--- config.mk ---
export PLATFORM = sky130hd
export DESIGN_NAME = uart_loader
export DESIGN_NICKNAME = d
export VERILOG_FILES = /design/src/rtl/uart_loader_pkg.sv /design/src/rtl/uart_rx_core.sv /design/src/rtl/uart_loader.sv
export SDC_FILE = /design/constraint.sdc
export NUM_CORES = 1
export LEC_CHECK = 0
export BUFFER_PORTS_ARGS = -buffer_cell sky130_fd_sc_hd__buf_2
export CAP_MARGIN = 20
export CORE_MARGIN = 3
export CORE_UTILIZATION = 25
export DETAILED_ROUTE_END_ITERATION = 7
export GPL_TIMING_DRIVEN = 0
export MAX_ROUTING_LAYER = met4
export SLEW_MARGIN = 20
export SYNTH_ARGS = -nofsm -noshare
export SYNTH_HDL_FRONTEND = slang
export SYNTH_HIERARCHICAL = 1
export SYNTH_SLANG_ARGS = --single-unit
--- constraint.sdc ---
create_clock -name clk -period 2.3 [get_ports clk]
set_input_delay 0.345 -clock clk [delete_from_list [all_inputs] [get_ports clk]]
set_output_delay 0.345 -clock clk [all_outputs]
set_load 0.05 [all_outputs]
--- src/rtl/uart_loader_pkg.sv ---
// Shared types and constants for the UART program loader.
package uart_loader_pkg;

  localparam logic [7:0] SYNC_BYTE_DEF = 8'hA5;
  localparam int         FRAME_LEN     = 16;

  typedef enum logic [2:0] {
    IDLE,
    RECV,
    ADDR,
    DATA,
    CHECK,
    FAIL
  } state_t;

  typedef enum logic [1:0] {
    RX_IDLE,
    RX_START,
    RX_DATA,
    RX_STOP
  } rx_state_t;

endpackage

--- src/rtl/uart_rx_core.sv ---
// 8N1 UART receiver: 2-flop synchronizer, mid-bit sampling, byte_valid / frame_err pulses.
module uart_rx_core
  import uart_loader_pkg::*;
#(
  parameter int CLKS_PER_BIT = 434
) (
  input  logic       clk,
  input  logic       clr,
  input  logic       rx,
  output logic [7:0] byte_data,
  output logic       byte_valid,
  output logic       frame_err
);

  localparam int              CW       = $clog2(CLKS_PER_BIT);
  localparam logic [CW-1:0]   CNT_BIT  = CW'(CLKS_PER_BIT - 1);
  localparam logic [CW-1:0]   CNT_HALF = CW'(CLKS_PER_BIT / 2 - 1);

  rx_state_t       st, st_nx;
  logic [1:0]      rx_sync;
  logic            rx_d;
  logic            rx_s;
  logic [CW-1:0]   cnt, cnt_nx;
  logic [2:0]      bit_idx, bit_nx;
  logic [7:0]      sh, sh_nx;
  logic            bv_nx, fe_nx;

  assign rx_s      = rx_sync[1];
  assign byte_data = sh;

  // Synchronizer resets to the idle level so reset release never looks like a start edge.
  always_ff @(posedge clk) begin
    if (!clr) begin
      rx_sync    <= 2'b11;
      rx_d       <= 1'b1;
      st         <= RX_IDLE;
      cnt        <= '0;
      bit_idx    <= '0;
      sh         <= '0;
      byte_valid <= 1'b0;
      frame_err  <= 1'b0;
    end else begin
      rx_sync    <= {rx_sync[0], rx};
      rx_d       <= rx_s;
      st         <= st_nx;
      cnt        <= cnt_nx;
      bit_idx    <= bit_nx;
      sh         <= sh_nx;
      byte_valid <= bv_nx;
      frame_err  <= fe_nx;
    end
  end

  always_comb begin
    st_nx  = st;
    cnt_nx = cnt;
    bit_nx = bit_idx;
    sh_nx  = sh;
    bv_nx  = 1'b0;
    fe_nx  = 1'b0;
    case (st)
      RX_IDLE: begin
        if (rx_d && !rx_s) begin
          st_nx  = RX_START;
          cnt_nx = CNT_HALF;
        end
      end
      RX_START: begin
        if (cnt != '0) begin
          cnt_nx = cnt - 1'b1;
        end else if (rx_s) begin
          st_nx = RX_IDLE;
        end else begin
          st_nx  = RX_DATA;
          cnt_nx = CNT_BIT;
          bit_nx = '0;
        end
      end
      RX_DATA: begin
        if (cnt != '0) begin
          cnt_nx = cnt - 1'b1;
        end else begin
          sh_nx  = {rx_s, sh[7:1]};
          cnt_nx = CNT_BIT;
          bit_nx = bit_idx + 3'd1;
          if (bit_idx == 3'd7) st_nx = RX_STOP;
        end
      end
      RX_STOP: begin
        if (cnt != '0) begin
          cnt_nx = cnt - 1'b1;
        end else begin
          st_nx = RX_IDLE;
          bv_nx = rx_s;
          fe_nx = !rx_s;
        end
      end
      default: st_nx = RX_IDLE;
    endcase
  end

endmodule

--- src/rtl/uart_loader.sv ---
// Loads a framed 16-byte RAM image from UART onto the shared bus (MI/RI strobes), holding the CPU.
// Optional trailing checksum byte when LOADER_CHECKSUM_EN is defined.
module uart_loader
  import uart_loader_pkg::*;
#(
  parameter int         CLKS_PER_BIT = 434,
  parameter logic [7:0] SYNC_BYTE    = SYNC_BYTE_DEF
) (
  input  logic       clk,
  input  logic       clr,
  input  logic       rx,
  output logic [7:0] bus_out,
  output logic       bus_oe,
  output logic       mi,
  output logic       ri,
  output logic       cpu_hold,
  output logic       busy,
  output logic       done,
  output logic       err
);

  localparam logic [3:0] LAST_ADDR = 4'(FRAME_LEN - 1);

  logic [7:0] rx_byte;
  logic       byte_valid, frame_err;

  uart_rx_core #(.CLKS_PER_BIT(CLKS_PER_BIT)) u_rx (
    .clk        (clk),
    .clr        (clr),
    .rx         (rx),
    .byte_data  (rx_byte),
    .byte_valid (byte_valid),
    .frame_err  (frame_err)
  );

  state_t     state, state_nx;
  logic [3:0] addr, addr_nx;
  logic [7:0] data_r, data_nx;
  logic       busy_nx, hold_nx, done_nx, err_nx;
`ifdef LOADER_CHECKSUM_EN
  logic [7:0] sum, sum_nx;
`endif

  always_ff @(posedge clk) begin
    if (!clr) begin
      state    <= IDLE;
      addr     <= '0;
      data_r   <= '0;
      busy     <= 1'b0;
      cpu_hold <= 1'b0;
      done     <= 1'b0;
      err      <= 1'b0;
`ifdef LOADER_CHECKSUM_EN
      sum      <= '0;
`endif
    end else begin
      state    <= state_nx;
      addr     <= addr_nx;
      data_r   <= data_nx;
      busy     <= busy_nx;
      cpu_hold <= hold_nx;
      done     <= done_nx;
      err      <= err_nx;
`ifdef LOADER_CHECKSUM_EN
      sum      <= sum_nx;
`endif
    end
  end

  always_comb begin
    state_nx = state;
    addr_nx  = addr;
    data_nx  = data_r;
    busy_nx  = busy;
    hold_nx  = cpu_hold;
    done_nx  = done;
    err_nx   = err;
`ifdef LOADER_CHECKSUM_EN
    sum_nx   = sum;
`endif
    bus_out  = 8'h00;
    bus_oe   = 1'b0;
    mi       = 1'b0;
    ri       = 1'b0;
    case (state)
      IDLE: begin
        if (byte_valid && rx_byte == SYNC_BYTE) begin
          state_nx = RECV;
          addr_nx  = '0;
          done_nx  = 1'b0;
          err_nx   = 1'b0;
          busy_nx  = 1'b1;
          hold_nx  = 1'b1;
`ifdef LOADER_CHECKSUM_EN
          sum_nx   = '0;
`endif
        end
      end
      RECV: begin
        if (frame_err) begin
          state_nx = FAIL;
        end else if (byte_valid) begin
          data_nx  = rx_byte;
          state_nx = ADDR;
        end
      end
      ADDR: begin
        bus_oe   = 1'b1;
        bus_out  = {4'h0, addr};
        mi       = 1'b1;
        state_nx = DATA;
      end
      DATA: begin
        bus_oe  = 1'b1;
        bus_out = data_r;
        ri      = 1'b1;
`ifdef LOADER_CHECKSUM_EN
        sum_nx  = sum + data_r;
`endif
        // addr stops at the last slot so it never wraps inside a frame
        if (addr == LAST_ADDR) begin
          state_nx = CHECK;
        end else begin
          addr_nx  = addr + 4'd1;
          state_nx = RECV;
        end
      end
      CHECK: begin
`ifdef LOADER_CHECKSUM_EN
        if (frame_err || byte_valid) begin
          if (byte_valid && rx_byte == sum) done_nx = 1'b1;
          else                              err_nx  = 1'b1;
          busy_nx  = 1'b0;
          hold_nx  = 1'b0;
          state_nx = IDLE;
        end
`else
        done_nx  = 1'b1;
        busy_nx  = 1'b0;
        hold_nx  = 1'b0;
        state_nx = IDLE;
`endif
      end
      FAIL: begin
        err_nx   = 1'b1;
        busy_nx  = 1'b0;
        hold_nx  = 1'b0;
        state_nx = IDLE;
      end
      default: state_nx = IDLE;
    endcase
  end

endmodule

## Word level (Yosys, flattened, before mapping)

Cells that the tools add are included.

- Register bits after elaboration: 45
- Input port bits: 3
- Output and inout port bits: 15
- Word-level logic and storage cells: 101

- $add $sub $neg: 3
- Equal/unequal tests: 22
- Mux-type cells: 34
- Bitwise operators: 4
- Reductions and logical operators: 24

Operators by type and width:

| cell | number |
|---|---|
| $mux 9 | 5 |
| $pmux 9 s4 | 1 |
| $mux 3 | 7 |
| $pmux 8 s2 | 1 |
| $mux 2 | 6 |
| $ne 2x2->1 const B | 6 |
| $pmux 3 s4 | 1 |
| $reduce_and 2->1 | 5 |
| $reduce_bool 2->1 | 5 |
| $eq 3x3->1 const B | 3 |
| $reduce_and 3->1 | 3 |
| $reduce_bool 9->1 | 1 |
| $sub 9x1->9 const B | 1 |
| $eq 8x8->1 const B | 1 |
| $mux 4 | 2 |
| $pmux 2 s4 | 1 |
| $pmux 4 s2 | 1 |
| $eq 3x2->1 const B | 2 |
| $ne 2x1->1 const B | 3 |
| $pmux 1 s2 | 3 |
| $pmux 3 s2 | 1 |
| $mux 1 | 5 |
| $reduce_and 5->1 | 1 |
| $add 4x1->4 const B | 1 |
| other kinds (15) | 21 |

## Longest topological paths before layout

- Depth in word-level cells: 4
- Gate-level depth with buffers: 7
- Mapped depth without buffers: 6

## Hierarchy

The synthesis kept the hierarchy.

By module, submodules not included:

| module | times used | cells an instance | area each (µm²) | seq. area each (µm²) |
|---|---|---|---|---|
| uart_rx_core | 1 | 154 | 1,392.6 | 540.5 |
| uart_loader | 1 | 102 | 928.4 | 360.3 |

## Worst setup path after synthesis

No wires, ideal clock.

- Kind: register -> register
- Start: reg (tool-made name)
- End: reg u_rx.cnt[7]
- Arrival: 1.669 ns
- Required time: 2.181 ns
- Setup slack: 0.513 ns
- Cell stages (with the launch flop): 7
- Buffers on the path: 0
- Cells stage by stage: dfxtp_1 -> inv_1 -> ha_1 -> a21oi_1 -> a211oi_1 -> or2_2 -> o221a_2

RTL lines:

| item | RTL line | source |
|---|---|---|
| to (signal assigned) | uart_rx_core.sv:46 | `cnt <= cnt_nx;` |
| to (decl) | uart_rx_core.sv:23 | `logic [CW-1:0] cnt, cnt_nx;` |

==> reports/qor.yml <==
floorplan:
  fp.dieH_microns: 102
  core-area_sq_mm: 0.00885
  initial_utilization_pct: 26.2
  core.rowCount: 34
  die_w_microns: 102
  dieArea_sq_mm: 0.0105
  io_pins: 18
placed_design:
  dp_hpwl_microns: 3760
  place_congestion: 0.842
  port_buffers: 17
clock_network:
  clock-sinks: 45
  htree_levels: 2
  post_cts_buffers: 0
  clock_tree.root_cell: "clkbuf_8"
  post_cts_resized: 0
  cts_hold_buf: 0
  clk_pin_slew_ps: 90
  cts_tree: "yes"
  insertion_delay_ps: 300
  clockBufferDepth: 2
  numCtsBuffers: 5
yosys:
  ys_warn_count: 6
  synthFlopType: "dfxtp_1"
  synth_edf_count: 0
  netlist_instances: 256
  synth.avg_cell_area_sq_um: 9.07
  synth.distinct_cells: 56
  yosysTopAreaCellShare_pct: 38.8
  yosysSeqAreaShare_pct: 38.8
  ys_seq_elements: 45
  synth_area_sq_mm: 0.00232
  synth_area_leaders: "dfxtp_1 39%, mux2i_1 9.5%, nor2_1 4.4%"
  async_reset_ff_share_pct: 0
  yosysTopAreaCell: "dfxtp_1"
  syn-num-nets: 267
timing:
  grt_setup_unrepaired: "no"
  hold_viol: 0
  skew_ps: 15.8
  whs_ps: 222
  fin_crit_ps: 2030
  slew-limit-headroom_pct: 59.0
  maxSlewViolCount: 0
  max_freq_mhz: 492
  finalSetupViolations: 0
  tightest_slew_ps: 614
  period_share_pct: 88.4
  fin_setup_tns_ps: 0
grt:
  globalRouteOverflowTotal: 0
  grt_pass1_wl_microns: 8710
  antenna_found_initial: 0
  track_usage_pct: 10.6
  first_global_vias: 1885
  grt_max_degree: 16
setup_path:
  required_ps: 2540
  crit_cells: 6
  path_delay_family: "simple AND/OR/NAND/NOR gates"
  arrival_ps: 2270
  max_stage_delay_ps: 520
  start_kind: "flop"
  r2r-start: "u_rx/cnt[0]$_SDFFE_PN0P_"
  worst-path-max-fanout: 7
  r2r_cells: 6
  path_cells: "inv_1 -> ha_1 -> nor4b_4 -> a31oi_1 -> or4_1 -> a21oi_1"
  critPathBufInv: 1
  crit_type: "flop to flop"
  critPathSlowestCell: "or4_1"
  crit_path_end_kind: "flop"
  reg2reg_setup_slack_ps: 270
  critPathLaunch: "u_rx/cnt[0]$_SDFFE_PN0P_"
drt:
  wirelength_microns: 5100
  vias: 1923
  drt_iter0_drc: 108
  wire_per_inst_microns: 13.1
  ant_nets: 0
  drc_errors: 0
  drt_first_pass_iters: 4
  avgViaCountPerCell: 4.94
job:
  drv_cap: 0
cells_and_area:
  drive_gt1_share_pct: 16.7
  finalNetCount: 291
  synthToLayoutAreaGrowth_pct: 13.6
  antenna_cells: 0
  nFillCells: 931
run_status:
  status: "finished clean"
pwr:
  p_per_area_mw_per_mm2: 734
  power_mw: 1.94
  power.leakage_nw: 1.11
  irDropWorstVdd_uv: 266
worst_hold_path:
  hp-class: "input pin to flop"
through the flow:
| stage | setup WS (ps) | instance area (sq um) | instances | utilization, % |
|---|---|---|---|---|
| floorplan | 513 | 2320 | 256 | - |
| global placement | 240 | 2540 | 381 | 28.7 |
| detailed placement | 227 | 2540 | 381 | 28.7 |
| CTS | 199 | 2630 | 389 | 29.8 |
| global route | 114 | 2640 | 389 | 29.8 |
| finish | 267 | 2640 | 389 | 29.8 |
layout by cell type, fill, tap and decap left out, drive strengths merged, types with 5 or more instances in the layout:
| master | instances |
|---|---|
| inv | 12 |
| clkbuf | 10 |
| nor3 | 8 |
| nand2b | 8 |
| o21ai | 11 |
| nand2 | 15 |
| nor2 | 29 |
| ha | 8 |
| dfxtp | 45 |
| buf | 27 |
| and2 | 5 |
| nand3 | 8 |
| a21oi | 18 |
| mux2i | 22 |
cells by family (layout without fill, tap and decap cells):
group	after synthesis	after routing	share of synthesized area, %
buf+inv	27	52	6.25
flops	45	45	38.8
compound gates	57	57	17.1
fa+ha+maj	8	8	4.31
mux	22	22	9.49
simple gates	97	97	24.0
worst min path at each step:
stage	startpoint	end	slack [ps]	cells past startpoint
2_1_floorplan	u_rx/rx_sync[0]$_SDFF_PN1_	u_rx/rx_sync[1]$_SDFF_PN1_	390	1
3_3_place_gp	u_rx/rx_sync[0]$_SDFF_PN1_	u_rx/rx_sync[1]$_SDFF_PN1_	390	1
3_5_place_dp	u_rx/rx_sync[0]$_SDFF_PN1_	u_rx/rx_sync[1]$_SDFF_PN1_	400	1
4_1_cts	rx	u_rx/rx_sync[0]$_SDFF_PN1_	220	2
5_1_grt	rx	u_rx/rx_sync[0]$_SDFF_PN1_	230	2
6_report	rx	u_rx/rx_sync[0]$_SDFF_PN1_	220	2
synthesized netlist by cell type (all sizes together) (2+ instances only):
master / number
nand2b: 8
o21ai: 11
nor2: 29
ha: 8
buf: 10
nor4: 3
a21oi: 18
dfxtp: 45
nand3b: 3
or3: 3
a31oi: 2
o221a: 2
mux2i: 22
o31ai: 2
or4: 3
and2: 5
inv: 12
o32ai: 3
clkbuf: 5
nor3: 8
or2: 2
a211oi: 2
nand3: 8
nand2: 15
nor4b: 2
a311oi: 2
layer usage:
layer | global-route usage [%] | vias to the layer above | routed length (microns)
li1 | - | 980 | -
met1 | 12.9 | 904 | 2440
met2 | 17.1 | 35 | 2410
met3 | 2.12 | 4 | 165
met4 | 4.34 | 0 | 77
met5 | - | - | 0
flip-flops by register name (all words and copies together) (netlist names), named ones only:
register and count:
u_rx/rx_d 1, state 3, u_rx/cnt 9, addr 4
u_rx/byte_data 8, u_rx/st 1, u_rx/byte_valid 1, data_r 8
err 1, u_rx/frame_err 1, u_rx/rx_sync 2, done 1
busy 1, u_rx/bit_idx 3
cell type report:
class / instances / area (sq um) / area share [%]
Clock buffer: 5 / 68.8 / 2.61
Sequential cell: 45 / 901 / 34.2
Inverter: 12 / 45.0 / 1.71
Tap cell: 108 / 135 / 5.13
Buffer: 15 / 100 / 3.80
Timing Repair Buffer: 17 / 85.1 / 3.23
Multi-Input combinational cell: 184 / 1280 / 48.5
Clock inverter: 3 / 22.5 / 0.854
power by group:
group | switching (mW) | internal, mW
clock | 0.287 | 0.216
combinational | 0.348 | 0.213
sequential | 0.0545 | 0.817
Power figures use the tool's default switching activity.
